==> config.mk <==
export PLATFORM = sky130hd
export DESIGN_NAME = mult16_arb_seq
export DESIGN_NICKNAME = d
export VERILOG_FILES = /design/src/rtl/mult16_arb_seq.sv
export SDC_FILE = /design/constraint.sdc
export NUM_CORES = 1
export LEC_CHECK = 0
export ABC_AREA = 1
export ABC_CLOCK_PERIOD_IN_PS = 3300
export CELL_PAD_IN_SITES_DETAIL_PLACEMENT = 1
export CELL_PAD_IN_SITES_GLOBAL_PLACEMENT = 1
export CORE_MARGIN = 2
export CORE_UTILIZATION = 35
export DETAILED_ROUTE_END_ITERATION = 10
export PLACE_DENSITY_LB_ADDON = 0.3
export SYNTH_ARGS = -nofsm -noshare
export SYNTH_HDL_FRONTEND = slang
export SYNTH_SLANG_ARGS = --single-unit
==> constraint.sdc <==
create_clock -name clk -period 3.3 [get_ports clk]
set_input_delay 0.66 -clock clk [delete_from_list [all_inputs] [get_ports clk]]
set_output_delay 0.66 -clock clk [all_outputs]
set_load 0.05 [all_outputs]
==> src/rtl/mult16_arb_seq.sv <==
// Shared radix-4 iterative 16x16 unsigned multiplier with a two-requester round-robin front end.
// Define MULT16_APPROX_EN to truncate the low 8 product columns (approximate build).
module mult16_arb_seq #(
    parameter bit RR_INIT = 1'b0
) (
    input  logic        clk,
    input  logic        rst_n,
    input  logic        req0_valid,
    output logic        req0_ready,
    input  logic [15:0] req0_a,
    input  logic [15:0] req0_b,
    input  logic        req1_valid,
    output logic        req1_ready,
    input  logic [15:0] req1_a,
    input  logic [15:0] req1_b,
    output logic        res_valid,
    input  logic        res_ready,
    output logic        res_id,
    output logic [31:0] res_p,
    output logic        busy
);

    typedef enum logic [1:0] {
        IDLE = 2'd0,
        RUN  = 2'd1,
        DONE = 2'd2
    } state_t;

    state_t      state_q, state_d;
    logic [15:0] a_q, a_d;
    logic [15:0] b_q, b_d;
    logic [33:0] acc_q, acc_d;
    logic [2:0]  iter_q, iter_d;
    logic        id_q, id_d;
    logic        last_q, last_d;

    logic        grant0, grant1;
    logic [3:0]  shamt;
    logic [1:0]  digit;
    logic [17:0] multiple;
    logic [33:0] pp;
    logic [33:0] accSum;
    logic        unusedAccHi;

    // On a tie the requester not served last wins; last_q resets so RR_INIT wins first.
    always_comb begin
        grant0 = req0_valid && (!req1_valid || last_q);
        grant1 = req1_valid && (!req0_valid || !last_q);
    end

    assign req0_ready = (state_q == IDLE) && grant0;
    assign req1_ready = (state_q == IDLE) && grant1;

    always_comb begin
        shamt = {iter_q, 1'b0};
        digit = b_q[shamt +: 2];
        case (digit)
            2'd0:    multiple = 18'd0;
            2'd1:    multiple = {2'b00, a_q};
            2'd2:    multiple = {1'b0, a_q, 1'b0};
            default: multiple = {2'b00, a_q} + {1'b0, a_q, 1'b0};
        endcase
        pp = {16'd0, multiple} << shamt;
`ifdef MULT16_APPROX_EN
        accSum = {acc_q[33:8] + pp[33:8], 8'h00};
`else
        accSum = acc_q + pp;
`endif
    end

    always_comb begin
        state_d = state_q;
        a_d     = a_q;
        b_d     = b_q;
        acc_d   = acc_q;
        iter_d  = iter_q;
        id_d    = id_q;
        last_d  = last_q;
        case (state_q)
            IDLE: begin
                if (req0_ready || req1_ready) begin
                    a_d     = req1_ready ? req1_a : req0_a;
                    b_d     = req1_ready ? req1_b : req0_b;
                    acc_d   = '0;
                    iter_d  = 3'd0;
                    id_d    = req1_ready;
                    last_d  = req1_ready;
                    state_d = RUN;
                end
            end
            RUN: begin
                acc_d  = accSum;
                iter_d = iter_q + 3'd1;
                if (iter_q == 3'd7) begin
                    state_d = DONE;
                end
            end
            DONE: begin
                if (res_ready) begin
                    state_d = IDLE;
                end
            end
            default: state_d = IDLE;
        endcase
    end

    always_ff @(posedge clk or negedge rst_n) begin
        if (!rst_n) begin
            state_q <= IDLE;
            a_q     <= '0;
            b_q     <= '0;
            acc_q   <= '0;
            iter_q  <= '0;
            id_q    <= 1'b0;
            last_q  <= ~RR_INIT;
        end else begin
            state_q <= state_d;
            a_q     <= a_d;
            b_q     <= b_d;
            acc_q   <= acc_d;
            iter_q  <= iter_d;
            id_q    <= id_d;
            last_q  <= last_d;
        end
    end

    // The product always fits in 32 bits; the two guard bits never reach the output.
    assign unusedAccHi = ^acc_q[33:32];

    assign res_valid = (state_q == DONE);
    assign res_id    = id_q;
    assign res_p     = acc_q[31:0];
    assign busy      = (state_q != IDLE);

endmodule

==> impl_summary.log <==
INFO  metric total_standard_cell_area_after_synthesis = ~7100 um2
INFO  metric globalRouteTotalUtil = around a third
INFO  metric fraction_of_layout_cells_with_a_size_suffix_above_1 = around 43%
INFO  metric syn_avg_cell_area = 6.31 um2
INFO  metric unique_cell_type_count_in_the_yosys_netlist = 44
INFO  metric hp-class = in -> async
INFO  metric die_area = between 20,000 and 25,000 um2
INFO  metric critical-path-max-stage-delay = 0.46 ns
INFO  metric worstPathRequired = between 3 and 4 ns
INFO  metric timing.final.hold_violations = 0
INFO  metric postRouteWirelength = 45,900 um
INFO  metric finalCoreUtilization = 61.7%
INFO  metric start_util = about 35%
INFO  metric cp.arrival = between 4 and 5 ns
INFO  metric clock-skew-final = 0.00868 ns
INFO  metric die_height = 147 um
INFO  metric tritoncts_clock_tree = done
INFO  metric number_of_optimization_iterations_in_the_first_detailed_route_pass = 5
INFO  metric synth_flop_cell = sky130_fd_sc_hd__dfrtp_1
INFO  metric dpl-instance-area = 9600 um2
INFO  metric synth-seq-area-share = between 20% and 30%
INFO  metric insertedDiodeCount = 0
INFO  metric run_status = finished with violations
INFO  metric timing.critical_path.to_type = flop
INFO  metric crit_family = simple AND/OR/NAND/NOR gates
INFO  metric synth_async_sr_flop_share = 100%
INFO  metric timing.final.crit_period = roughly 4.2 ns
INFO  metric crit_path_frequent_cell = sky130_fd_sc_hd__nand3_1
INFO  metric clkLatencyLatePin = 0.38 ns
INFO  metric maxClockFrequency = approximately 240 MHz
INFO  metric detailed_place_hpwl = approximately 22,000 um
INFO  metric synthesis.nets = roughly 1,300
INFO  metric buffer_depth_of_the_longest_clock_path = 2
INFO  metric grt_first_pass_wirelength = between 50,000 and 60,000 um
INFO  metric whs = 0.455 ns
INFO  metric final_net_count = 1,542
INFO  metric cp_num_buf_inv = 2
INFO  metric num_rows = 52
INFO  metric depth_of_the_cts_h_tree = 3
INFO  metric synth_edf_count = 0
INFO  metric detail_route.drc_violations = 0
INFO  metric smallest_setup_slack_after_layout = -0.912 ns
INFO  metric drt_first_iter_violations = 900
INFO  metric setup.worst_path.start_class = flop
INFO  metric cts-root-buf = sky130_fd_sc_hd__clkbuf_16
INFO  metric vias_in_the_first_global_route = about 11,000
INFO  metric antenna_violations_before_repair = 1
INFO  metric postSynthRegisterBits = 71
INFO  metric vias_per_cell = just over 6
INFO  metric crit_path_top_delay_cell = sky130_fd_sc_hd__dfrtp_2
INFO  metric worst_slew_pin_slew = between 1 and 1.5 ns
INFO  metric gp_congestion = roughly 0.9
INFO  metric setup_viol = 28
INFO  metric clkTransAtPathRegs = 0.07 ns
INFO  metric worst-path-max-fanout = 4
INFO  metric violated_checks = negative setup slack
INFO  metric sinks_on_clock_net = 71
INFO  metric ios = ~110
INFO  metric synthToLayoutAreaGrowth = 74.1%
INFO  metric grt_start_max_net_pins = approximately 70
INFO  metric detailroute.via_count = around 10,000
INFO  metric wl_per_cell = between 20 and 30 um
INFO  metric layout_cell_area_excl_fill = between 10,000 and 15,000 um2
INFO  metric floorplan.core_area = roughly 20,000 um2
INFO  metric relSlewSlack = between 20 and 30%
INFO  metric route.antenna.remaining_nets = 0
INFO  metric report.final.slew_viol_count = 0
INFO  metric crit_path_cell_trace = buf_6, ha_4, nor2_1, nand2_2, and2_4, nand2_2, nand2_4, xnor2_2, nand2_2, nand3_2, nand3_1, nand3_1, o21ai_2, ha_4, a21o_1, a21boi_2, buf_4, nor2_2, nor2_2, nand2_4, a21oi_4, nand3_1, nand3_1, nand2_1
INFO  metric timing.setup.critical_path_class = reg -> reg
INFO  metric yosysWarningCount = 0
INFO  metric cts_made_buffers = 9
INFO  metric unrepaired_setup_endpoints_after_global_routing = true
INFO  metric post_synth_inst_count = roughly 1,100
INFO  metric io_buffers = 105
INFO  metric fin_crit_sh = 128%
INFO  metric cap_violations = 0
INFO  metric floorplan.die.width = about 150 um
INFO  metric global_route.overflow_total = 0
INFO  metric ctsHoldBuffers = 0
==> cell type report <==
class	instances	area (um2)
clock inverters	6	116
multi-input cells	916	6800
clock buffers	10	239
fillers	2382	7690
inverters	103	392
well taps	270	338
flip-flops and latches	71	1790
repair buffers	316	2740
==> cells in the final DEF (no fill, tap or decap), types with 33 or more instances in the layout <==
cell,Yosys,layout
sky130_fd_sc_hd__a21oi_2,0,33
sky130_fd_sc_hd__inv_1,100,90
sky130_fd_sc_hd__nand3_1,135,66
sky130_fd_sc_hd__ha_4,0,40
sky130_fd_sc_hd__dfrtp_1,70,61
sky130_fd_sc_hd__buf_4,2,201
sky130_fd_sc_hd__nand3_2,15,70
sky130_fd_sc_hd__nand2_2,2,54
sky130_fd_sc_hd__nor2_1,112,59
sky130_fd_sc_hd__nand2_1,358,278
sky130_fd_sc_hd__nor2_2,0,33
sky130_fd_sc_hd__clkdlybuf4s50_1,0,103
==> what timing repair did <==
action	CTS	global route
setup endpoints to repair	27	29
pin swaps	80	86
hold endpoints to repair	0	0
resized for setup	307	170
setup buffers	18	29
==> state kept, by name (all words and copies together), names as in the netlist <==
register  cells
state_q       2
iter_q        3
res_id        1
b_q          16
acc_q        32
a_q          16
last_q        1
==> routing by layer <==
metal	share of wire, %	GRT usage, %
met2	48	59.6
met5	0	0
met1	36	37.1
met3	7.9	4.91
met4	8.6	17.0
==> through the flow <==
stage | worst slack, ns | std cells | setup TNS (ns)
6_report | -0.912 | 1692 | -17.26
5_1_grt | -0.989 | 1692 | -19.46
4_1_cts | -0.252 | 1663 | -3.14
3_5_place_dp | -0.624 | 1630 | -11.40
3_3_place_gp | -0.480 | 1630 | -7.76
2_1_floorplan | 0.0252 | 1129 | 0
==> cells by family after synthesis <==
group	Yosys count	share of synthesized area, %
flip-flops	71	24.9
buffers and inverters	142	8.51
XOR/XNOR	16	1.97
adder cells (fa/ha/maj)	56	10.0
AO/OA/AOI/OAI	190	14.8
AND/OR/NAND/NOR	654	39.7
==> final timing paths <==
kind / startpoint / end / slack [ns] / depth (start not counted)
min in group clk: res_id$_DFFE_PN0P_ / res_id$_DFFE_PN0P_ / 0.52 / 2
hold reg to reg: res_id$_DFFE_PN0P_ / res_id$_DFFE_PN0P_ / 0.52 / 2
max in group asynchronous: rst_n / iter_q[0]$_DFFE_PN0P_ / 2.07 / 1
setup / recovery: a_q[2]$_DFFE_PN0P_ / acc_q[31]$_DFFE_PN0P_ / -0.91 / 24
setup reg to reg: a_q[2]$_DFFE_PN0P_ / acc_q[31]$_DFFE_PN0P_ / -0.91 / 24
hold / removal: rst_n / a_q[12]$_DFFE_PN0P_ / 0.45 / 1
==> Yosys cell counts (2+ instances only) <==
cell | n | area share (%)
sky130_fd_sc_hd__a31oi_1 | 32 | 2.8
sky130_fd_sc_hd__ha_1 | 54 | 9.5
sky130_fd_sc_hd__o21bai_1 | 5 | 0.53
sky130_fd_sc_hd__buf_4 | 2 | 0.21
sky130_fd_sc_hd__nand3_2 | 15 | 2.1
sky130_fd_sc_hd__a21oi_1 | 68 | 4.8
sky130_fd_sc_hd__a21boi_0 | 2 | 0.21
sky130_fd_sc_hd__inv_1 | 100 | 5.3
sky130_fd_sc_hd__buf_2 | 15 | 1.1
sky130_fd_sc_hd__nand2_4 | 4 | 0.63
sky130_fd_sc_hd__or2_1 | 2 | 0.18
sky130_fd_sc_hd__buf_6 | 6 | 0.95
sky130_fd_sc_hd__inv_2 | 2 | 0.11
sky130_fd_sc_hd__buf_1 | 4 | 0.21
sky130_fd_sc_hd__nand2_1 | 358 | 19
sky130_fd_sc_hd__fa_1 | 2 | 0.56
sky130_fd_sc_hd__o21ai_2 | 4 | 0.49
sky130_fd_sc_hd__nor4_1 | 3 | 0.26
sky130_fd_sc_hd__xnor2_1 | 12 | 1.5
sky130_fd_sc_hd__nand4_1 | 7 | 0.61
sky130_fd_sc_hd__a21o_1 | 2 | 0.21
sky130_fd_sc_hd__clkbuf_1 | 12 | 0.63
sky130_fd_sc_hd__or2_2 | 2 | 0.18
sky130_fd_sc_hd__o21ai_0 | 56 | 3.9
sky130_fd_sc_hd__nand3_1 | 135 | 9.5
sky130_fd_sc_hd__nand3b_1 | 2 | 0.21
sky130_fd_sc_hd__dfrtp_1 | 70 | 25
sky130_fd_sc_hd__a22o_1 | 2 | 0.25
sky130_fd_sc_hd__nor2_1 | 112 | 5.9
sky130_fd_sc_hd__nand2_2 | 2 | 0.18
sky130_fd_sc_hd__nor3_1 | 8 | 0.56
sky130_fd_sc_hd__o21ai_1 | 14 | 0.98
sky130_fd_sc_hd__xor2_1 | 4 | 0.49
Power is left out: the tool's default activity adds up to more than one toggle a clock period on the data nets, which glitch-free logic cannot reach.
